<file path="config.mk">
export PLATFORM = sky130hd
export DESIGN_NAME = data_mem_access_unit_flat
export DESIGN_NICKNAME = d
export VERILOG_FILES = /design/src/rtl/data_mem_access_unit_if.sv /design/src/rtl/data_mem_access_unit.sv /design/src/flat_wrapper.sv
export SDC_FILE = /design/constraint.sdc
export NUM_CORES = 1
export LEC_CHECK = 0
export CORE_MARGIN = 2
export CORE_UTILIZATION = 44
export DETAILED_ROUTE_END_ITERATION = 8
export MAX_ROUTING_LAYER = met4
export PLACE_DENSITY = 0.95
export SLEW_MARGIN = 20
export SYNTH_ARGS = -nofsm -noshare
export SYNTH_HDL_FRONTEND = slang
export SYNTH_SLANG_ARGS = --single-unit
</file>
<file path="constraint.sdc">
create_clock -name clk -period 3.1 [get_ports clk]
set_input_delay 0.31 -clock clk [delete_from_list [all_inputs] [get_ports clk]]
set_output_delay 0.31 -clock clk [all_outputs]
set_load 0.01 [all_outputs]
</file>
<file path="src/rtl/data_mem_access_unit_if.sv">
// Data memory port bundle: word request/ack handshake.
// master drives the request side, slave returns data and ack.
interface data_mem_access_unit_if #(
  parameter int ADDR_W = 32,
  parameter int DATA_W = 32
);
  logic              mem_req;
  logic              mem_we;
  logic [ADDR_W-1:0] mem_addr;
  logic [DATA_W-1:0] mem_wdata;
  logic [DATA_W-1:0] mem_rdata;
  logic              mem_ack;

  modport master (
    output mem_req,
    output mem_we,
    output mem_addr,
    output mem_wdata,
    input  mem_rdata,
    input  mem_ack
  );

  modport slave (
    input  mem_req,
    input  mem_we,
    input  mem_addr,
    input  mem_wdata,
    output mem_rdata,
    output mem_ack
  );
endinterface

</file>
<file path="src/rtl/data_mem_access_unit.sv">
// Memory-stage access unit: issues word loads/stores, stalls
// execute until ack or timeout, and registers the writeback.
module data_mem_access_unit #(
  parameter int ADDR_W  = 32,
  parameter int DATA_W  = 32,
  parameter int TIMEOUT = 16
) (
  input  logic              clk,
  input  logic              rst_n,
  input  logic              ex_valid,
  input  logic              MemRead,
  input  logic              MemWrite,
  input  logic              MemtoReg,
  input  logic              RegWrite,
  input  logic [ADDR_W-1:0] alu_result,
  input  logic [DATA_W-1:0] store_data,
  output logic              stall,
  data_mem_access_unit_if.master mem,
  output logic              wb_valid,
  output logic              wb_reg_write,
  output logic [DATA_W-1:0] wb_data,
  output logic              wb_err
);

  localparam int CW = $clog2(TIMEOUT);

  typedef enum logic {
    IDLE,
    REQ
  } state_t;

  state_t state;
  state_t state_n;

  logic [CW-1:0] cnt;
  logic          m2r_q;
  logic          rw_q;

  logic mem_op;
  logic aligned;
  logic accept;
  logic to_hit;

  logic              wb_valid_n;
  logic              wb_rw_n;
  logic              wb_err_n;
  logic [DATA_W-1:0] wb_data_n;

  assign mem_op  = ex_valid & (MemRead | MemWrite);
  assign aligned = (alu_result[1:0] == 2'b00);
  assign to_hit  = (cnt == CW'(TIMEOUT - 1));

  // The state flop itself is the request line, so reset drops it at once.
  assign mem.mem_req = (state == REQ);

  always_ff @(posedge clk or negedge rst_n) begin
    if (!rst_n) begin
      state <= IDLE;
    end else begin
      state <= state_n;
    end
  end

  always_comb begin
    state_n    = state;
    stall      = 1'b0;
    accept     = 1'b0;
    wb_valid_n = 1'b0;
    wb_rw_n    = 1'b0;
    wb_err_n   = 1'b0;
    wb_data_n  = '0;
    unique case (state)
      IDLE: begin
        if (mem_op && aligned) begin
          accept  = 1'b1;
          stall   = 1'b1;
          state_n = REQ;
        end else if (mem_op) begin
          wb_valid_n = 1'b1;
          wb_err_n   = 1'b1;
        end else if (ex_valid) begin
          wb_valid_n = 1'b1;
          wb_rw_n    = RegWrite;
          wb_data_n  = DATA_W'(alu_result);
        end
      end
      REQ: begin
        if (mem.mem_ack) begin
          state_n    = IDLE;
          wb_valid_n = 1'b1;
          wb_rw_n    = rw_q;
          if (m2r_q && !mem.mem_we) begin
            wb_data_n = mem.mem_rdata;
          end else begin
            wb_data_n = DATA_W'(mem.mem_addr);
          end
        end else if (to_hit) begin
          state_n    = IDLE;
          wb_valid_n = 1'b1;
          wb_err_n   = 1'b1;
        end else begin
          stall = 1'b1;
        end
      end
    endcase
  end

  always_ff @(posedge clk or negedge rst_n) begin
    if (!rst_n) begin
      cnt           <= '0;
      m2r_q         <= 1'b0;
      rw_q          <= 1'b0;
      mem.mem_we    <= 1'b0;
      mem.mem_addr  <= '0;
      mem.mem_wdata <= '0;
    end else if (accept) begin
      cnt           <= '0;
      m2r_q         <= MemtoReg;
      rw_q          <= RegWrite;
      mem.mem_we    <= MemWrite;
      mem.mem_addr  <= alu_result;
      mem.mem_wdata <= store_data;
    end else if (state == REQ && !mem.mem_ack && !to_hit) begin
      cnt <= cnt + CW'(1);
    end
  end

  always_ff @(posedge clk or negedge rst_n) begin
    if (!rst_n) begin
      wb_valid     <= 1'b0;
      wb_reg_write <= 1'b0;
      wb_err       <= 1'b0;
      wb_data      <= '0;
    end else begin
      wb_valid     <= wb_valid_n;
      wb_reg_write <= wb_rw_n;
      wb_err       <= wb_err_n;
      wb_data      <= wb_data_n;
    end
  end

endmodule

</file>
<file path="src/flat_wrapper.sv">
// flat-port wrapper written by rule: the top's interface ports become plain ports
module data_mem_access_unit_flat 
#(
  parameter int ADDR_W  = 32,
  parameter int DATA_W  = 32,
  parameter int TIMEOUT = 16
)
  (clk, rst_n, ex_valid, MemRead, MemWrite, MemtoReg, RegWrite, alu_result, store_data, stall, wb_valid, wb_reg_write, wb_data, wb_err, mem_mem_req, mem_mem_we, mem_mem_addr, mem_mem_wdata, mem_mem_rdata, mem_mem_ack);
  data_mem_access_unit_if #(.ADDR_W(ADDR_W), .DATA_W(DATA_W)) mem_i ();
  input  logic clk;
  input  logic rst_n;
  input  logic ex_valid;
  input  logic MemRead;
  input  logic MemWrite;
  input  logic MemtoReg;
  input  logic RegWrite;
  input  logic [ADDR_W-1:0] alu_result;
  input  logic [DATA_W-1:0] store_data;
  output logic stall;
  output logic wb_valid;
  output logic wb_reg_write;
  output logic [DATA_W-1:0] wb_data;
  output logic wb_err;
  output wire logic [$bits(mem_i.mem_req)-1:0] mem_mem_req;
  output wire logic [$bits(mem_i.mem_we)-1:0] mem_mem_we;
  output wire logic [$bits(mem_i.mem_addr)-1:0] mem_mem_addr;
  output wire logic [$bits(mem_i.mem_wdata)-1:0] mem_mem_wdata;
  input wire logic [$bits(mem_i.mem_rdata)-1:0] mem_mem_rdata;
  input wire logic [$bits(mem_i.mem_ack)-1:0] mem_mem_ack;
  assign mem_mem_req = mem_i.mem_req;
  assign mem_mem_we = mem_i.mem_we;
  assign mem_mem_addr = mem_i.mem_addr;
  assign mem_mem_wdata = mem_i.mem_wdata;
  assign mem_i.mem_rdata = mem_mem_rdata;
  assign mem_i.mem_ack = mem_mem_ack;
  data_mem_access_unit #(.ADDR_W(ADDR_W), .DATA_W(DATA_W), .TIMEOUT(TIMEOUT)) u_core (.clk(clk), .rst_n(rst_n), .ex_valid(ex_valid), .MemRead(MemRead), .MemWrite(MemWrite), .MemtoReg(MemtoReg), .RegWrite(RegWrite), .alu_result(alu_result), .store_data(store_data), .stall(stall), .mem(mem_i), .wb_valid(wb_valid), .wb_reg_write(wb_reg_write), .wb_data(wb_data), .wb_err(wb_err));
endmodule
</file>
==> flow_summary.yaml, run 1 <==
placed_design:
  placed_cells: 645
  gp_congestion: 0.747
  port_buffers: 205
  dp_hpwl_um: 8620
route:
  drc: 0
  vias_per_cell: 5.10
  dr.pass1.iters: 4
  wl_per_cell_um: 17.5
  ant_nets: 0
  wl_met2_um: 6160
  drt_iter0_markers: 84
  wl_met1_um: 4580
  routed_wl_um: 11600
  wl_met3_um: 563
  top_layer: "met4"
  vias: 3369
power_and_ir_drop:
  switching_share: 0.289
  ir_worst_vdd_uv: 322
  pwr-share-clk: 0.212
  p_sw_mw: 1.10
  power-per-cell-area_nw_per_um2: 566
  comb_power_share: 0.315
  p_int_mw: 2.70
  seq_power_share: 0.473
  leakage_nw: 2.94
timing:
  final.setup.tns_ns: 0
  drv_slew: 0
  skew_ns: 0.0139
  min_period_ns: 2.25
  max_freq_ghz: 0.445
  relSlewSlack: 0.525
  worst_slew_pin_slew_ns: 0.713
  setup_viol: 0
  rsz0062_at_grt: "no"
  fin_hold_ws_ns: -0.00833
  timing.final.hold_violations: 9
  post-route-period-util: 0.724
synth:
  ys_ff_latch: 107
  synth-warning-count: 0
  synth_edf_count: 0
  yosysSeqAreaShare: 0.614
  yosys.area.top_type_share: 0.614
  synthTopCellsByArea: "dfrtp_1 (61%), mux2_1 (17%), mux2i_1 (7.3%), nand2_1 (2.8%), o21ai_1 (2.1%)"
  yosys.area.top_type: "dfrtp_1"
  async_reset_ff_frac: 1.00
  syn_nets: 425
  syn_area_per_cell_um2: 13.6
  ys.flop_type: "dfrtp_1"
  ys_types: 30
  synthCells: 320
  synth_area_um2: 4360
floorplanning:
  dieArea_um2: 10700
  start_util: 0.450
  io_pins: 206
  die_h_um: 104
  design.core.area_um2: 9680
  fp.dieW_um: 104
  num_rows: 36
layout:
  area_delta_synth_final_pct: 53.9
  fin_nets: 628
  fillers: 691
  diodes: 0
  final_cells: 661
  drive_gt1_frac: 0.0455
clock_tree:
  clk_latency_ns: 0.35
  cts_root_buffer: "clkbuf_8"
  cts.clk_slew.worst_paths_ns: 0.10
  hold_buffers: 0
  numCtsBuffers: 9
  postCtsResizedCells: 0
  cts.sinks: 107
  post_cts_buffers: 0
  cts_buffer_depth: 2
  htreeDepth: 3
  cts_tree: "yes"
global_route:
  grt_use_total: 0.225
  antenna_found_initial: 0
  gr-total-overflow: 0
  grt_max_degree: 72
  grt_pass1_vias: 3586
  grt_pass1_wl_um: 18700
setup_path:
  end_kind: "output pin"
  r2r_slack_ns: 1.25
  start_kind: "register"
  crit_type: "reg2out"
  timing.rr.start: "u_core.mem.mem_we"
  max_stage_delay_ns: 0.53
  rr_worst_depth: 4
  cp_cell_sequence: "nor2b_1 > a21o_1 > clkdlybuf4s50_1"
  cp_max_fo: 8
  crit_arrival_ns: 1.94
  cp_data_required_time_ns: 2.79
  r2r-end: "u_core.wb_data[20]"
  slowest_stage: "clkdlybuf4s50_1"
run_status:
  violations: "negative hold slack"
  status: "complete, but fails checks"
hold_path:
  hold_class: "in2async"
run:
  timing.max_cap.violations: 0
-- routing by layer --
metal / global-route usage / up-vias
met4: 0.0743 / 0
met5: - / -
met2: 0.399 / 132
li1: - / 1527
met1: 0.257 / 1688
met3: 0.0441 / 22
-- Yosys cell counts (2+ instances only) --
cell type and number:
nor2b_1 4, nand2b_1 2, mux2i_1 32, nand2_1 33
buf_6 7, o21ai_1 18, buf_2 6, nand3_1 3
dfrtp_1 107, a21oi_1 3, o21ai_0 17, nor3_1 2
clkbuf_1 4, nor2_1 2, mux2_1 65
-- sequential cells by signal (all words and copies together), names as in the netlist, 4 cells and up --
| register | flops |
|---|---|
| u_core.cnt | 4 |
| u_core.mem.mem_addr | 32 |
| u_core.mem.mem_wdata | 32 |
| u_core.wb_data | 32 |
-- layout make-up --
cell class	count	area [µm²]	share of cell area
multi-input cells	194	1560	0.233
inverters	1	3.75	0.000559
clock inverters	5	46.3	0.00690
repair buffers	210	2110	0.315
flip-flops and latches	107	2680	0.399
well taps	133	166	0.0248
clock buffers	11	141	0.0211
-- worst max path at each step --
| stage | startpoint | to | slack [ns] | cells after the start |
|---|---|---|---|---|
| finish | u_core.mem.mem_req | stall | 0.85 | 3 |
| global route | u_core.mem.mem_req | stall | 0.71 | 3 |
| CTS | u_core.mem.mem_req | stall | 0.84 | 3 |
| detailed placement | MemWrite | stall | 0.86 | 5 |
| global placement | MemWrite | stall | 0.89 | 5 |
| floorplan | u_core.mem.mem_req | u_core.m2r_q | 1.60 | 5 |
-- placed cells by master, fill, tap and decap left out, drive strengths merged --
cell type        n
nand3            3
and4             1
and3             1
o21a             1
dfrtp          107
nor4             1
nand2b           2
mux2            65
nor2             2
nand2           33
a21o             1
or3              1
a2bb2oi          1
clkdlybuf4s50  204
a32o             1
o22ai            1
nor3             2
nor4b            1
a21oi            3
o31a             1
clkbuf          11
mux2i           32
clkinv           3
inv              3
o21ai           35
ha               1
nor2b            4
and3b            1
buf              6
-- critical path: cells and delay by family, from the launching register on --
family          cells  cell delay (ns)
compound gates      1             0.18
buf+inv             1             0.53
flops               1             0.52
simple gates        1             0.36
-- power by group through the flow --
stage / sequential [mW] / clock, mW / combinational [mW]
floorplan: 1.91 / 0 / 0.360
detailed placement: 1.83 / 0 / 1.21
CTS: 1.80 / 0.829 / 1.21
global route: 1.83 / 0.883 / 1.28
global placement: 1.81 / 0 / 1.17
finish: 1.80 / 0.804 / 1.20
-- cells by family after synthesis --
logic type               after synthesis  share of synthesized area
AO/OA/AOI/OAI                         44                     0.0548
adder cells (fa/ha/maj)                1                    0.00287
buffers and inverters                 19                     0.0310
flip-flops                           107                      0.614
multiplexers                          97                      0.241
AND/OR/NAND/NOR                       52                     0.0562
-- per-stage QoR --
| step | util | total power, mW | area [µm²] | worst slack, ns |
|---|---|---|---|---|
| final | 0.693 | 3.80 | 6710 | 0.855 |
| after global routing | 0.693 | 3.99 | 6710 | 0.709 |
| after CTS | 0.693 | 3.84 | 6710 | 0.844 |
| after detailed placement | 0.674 | 3.03 | 6520 | 0.862 |
| after global placement | 0.674 | 2.98 | 6520 | 0.890 |
| after floorplan | - | 2.27 | 4360 | 1.60 |
No activity file was read; power rests on OpenSTA's default activity.
==> run 2: changes to the inputs <==
--- a/config.mk
+++ b/config.mk
@@ -6,10 +6,10 @@
 export NUM_CORES = 1
 export LEC_CHECK = 0
 export CORE_MARGIN = 2
-export CORE_UTILIZATION = 44
+export CORE_UTILIZATION = 41
 export DETAILED_ROUTE_END_ITERATION = 8
 export MAX_ROUTING_LAYER = met4
-export PLACE_DENSITY = 0.95
+export PLACE_DENSITY = 0.91
 export SLEW_MARGIN = 20
 export SYNTH_ARGS = -nofsm -noshare
 export SYNTH_HDL_FRONTEND = slang
==> constraint.sdc (replaced) <==
create_clock -name clk -period 2.4 [get_ports clk]
set_input_delay 0.24 -clock clk [delete_from_list [all_inputs] [get_ports clk]]
set_output_delay 0.24 -clock clk [all_outputs]
set_load 0.01 [all_outputs]
==> flow_summary.yaml, run 2 (synthesis gave the netlist of run 1 again) <==
layout:
  diodes: 0
  final_cell_mix: "clkdlybuf4s50_1 (204), dfrtp_1 (107), mux2_1 (65)"
  final_cells: 669
  multi_input_area_um2: 1560
  fillers: 773
  reg_top3: "u_core.mem.mem_addr (32), u_core.mem.mem_wdata (32), u_core.wb_data (32)"
  seqCellArea_um2: 2680
  layout.cells.most_common: "clkdlybuf4s50_1"
  drive_gt1_frac: 0.0525
  area_delta_synth_final_pct: 55.5
  fin_util: 0.657
  fin_nets: 633
global_route:
  grt_use_total: 0.209
  gr-total-overflow: 0
  busiest_layer: "met2"
  met1_usage: 0.241
  antenna_found_initial: 0
  grtUsageMet2: 0.368
  grt_pass1_vias: 3613
  met3_usage: 0.0371
  grt_max_degree: 60
  grt_pass1_wl_um: 18200
timing:
  min_period_ns: 2.24
  skew_ns: 0.00789
  post-route-period-util: 0.935
  setup_viol: 0
  max_freq_ghz: 0.446
  timing.final.hold_violations: 0
  rsz0062_at_grt: "no"
  final.setup.tns_ns: 0
  relSlewSlack: 0.655
  drv_slew: 0
  worst_slew_pin_slew_ns: 0.517
power_and_ir_drop:
  power-per-cell-area_nw_per_um2: 740
  leakage_nw: 2.98
  ir_worst_vdd_uv: 449
  total_power_mw: 5.02
setup_path:
  crit_type: "reg2out"
  start_kind: "register"
  crit_buf_inv: 1
  max_stage_delay_ns: 0.53
  slowest_stage: "clkdlybuf4s50_1"
  cp_top_family: "buffers and inverters"
  end_kind: "output pin"
  cp_cell_sequence: "nor2b_1 > a21o_1 > clkdlybuf4s50_1"
  cp_data_required_time_ns: 2.16
  cp_max_fo: 8
  crit_arrival_ns: 2.00
route:
  routed_wl_um: 11500
  dr.pass1.iters: 4
  drt_iter0_markers: 120
  wl_per_cell_um: 17.3
  drc: 0
  ant_nets: 0
  vias: 3331
  vias_per_cell: 4.98
clock_tree:
  cts_tree: "yes"
  postCtsResizedCells: 0
  cts_root_buffer: "clkbuf_8"
  clk_latency_ns: 0.35
  cts_buffer_depth: 2
  htreeDepth: 3
  cts.sinks: 107
  cts.clk_slew.worst_paths_ns: 0.10
  numCtsBuffers: 9
run:
  timing.max_cap.violations: 0
floorplanning:
  die_h_um: 107
  dieArea_um2: 11500
  start_util: 0.422
  io_pins: 206
  num_rows: 37
  design.core.area_um2: 10300
  fp.dieW_um: 107
placed_design:
  placed_cells: 652
  port_buffers: 205
  dp_hpwl_um: 8510
  gp_congestion: 0.805
hold_path:
  hold_class: "in2async"
run_status:
  status: "completed"
## run 2: final timing paths
kind	start	to	slack [ns]	cells after the start
worst min register to register	u_core.mem.mem_wdata[7]	u_core.mem.mem_wdata[7]	0.49	1
min in group clk	alu_result[14]	u_core.wb_data[14]	0.44	3
worst max-delay path	u_core.mem.mem_req	stall	0.16	3
worst max register to register	u_core.mem.mem_req	u_core.mem.mem_wdata[19]	0.59	4
max in group asynchronous	rst_n	u_core.wb_data[5]	1.42	3
worst min-delay path	rst_n	u_core.mem.mem_wdata[12]	0.25	2
## run 2: metrics by stage
stage          hold WS, ns  setup slack, ns  cell area (µm²)
2_1_floorplan      -0.0556            0.895             4360
3_3_place_gp        0.0697            0.302             6570
3_5_place_dp        0.0762            0.216             6570
4_1_cts              0.230            0.148             6780
5_1_grt              0.225           0.0321             6780
6_report             0.247            0.157             6780
## run 2: what timing repair did
action | 4_1_cts | 5_1_grt
endpoints found under the hold margin | 66 | 0
buffers inserted | 0 | 0
endpoints found under the setup margin | 0 | 0
hold buffers | 1 | 0
## run 2: metal layers
layer | vias to the layer above | wire length [µm]
li1 | 1536 | -
met1 | 1643 | 4640
met2 | 136 | 6090
met3 | 16 | 641
met4 | 0 | 176
met5 | - | 0
## run 2: cell type report
class	count	share of cell area
Multi-Input combinational cell	194	0.231
Clock inverter	4	0.00719
Sequential cell	107	0.395
Clock buffer	12	0.0229
Timing Repair Buffer	215	0.319
Tap cell	136	0.0251
Inverter	1	0.000553
## run 2: power breakdown
part / switching, mW / internal, mW / total, mW / leakage (nW)
sequential: 0.201 / 2.12 / 2.32 / 1.34
combinational: 0.603 / 0.958 / 1.56 / 1.53
clock: 0.595 / 0.540 / 1.14 / 0.106
total: 1.40 / 3.62 / 5.02 / 2.98
==> run 3: changes to the inputs <==
--- a/config.mk
+++ b/config.mk
@@ -7,6 +7,7 @@
 export LEC_CHECK = 0
 export CORE_MARGIN = 2
 export CORE_UTILIZATION = 41
+export CTS_CLUSTER_SIZE = 16
 export DETAILED_ROUTE_END_ITERATION = 8
 export MAX_ROUTING_LAYER = met4
 export PLACE_DENSITY = 0.91
==> results of run 3 <==
The final DEF is identical to that of run 2; final timing and power are the same.
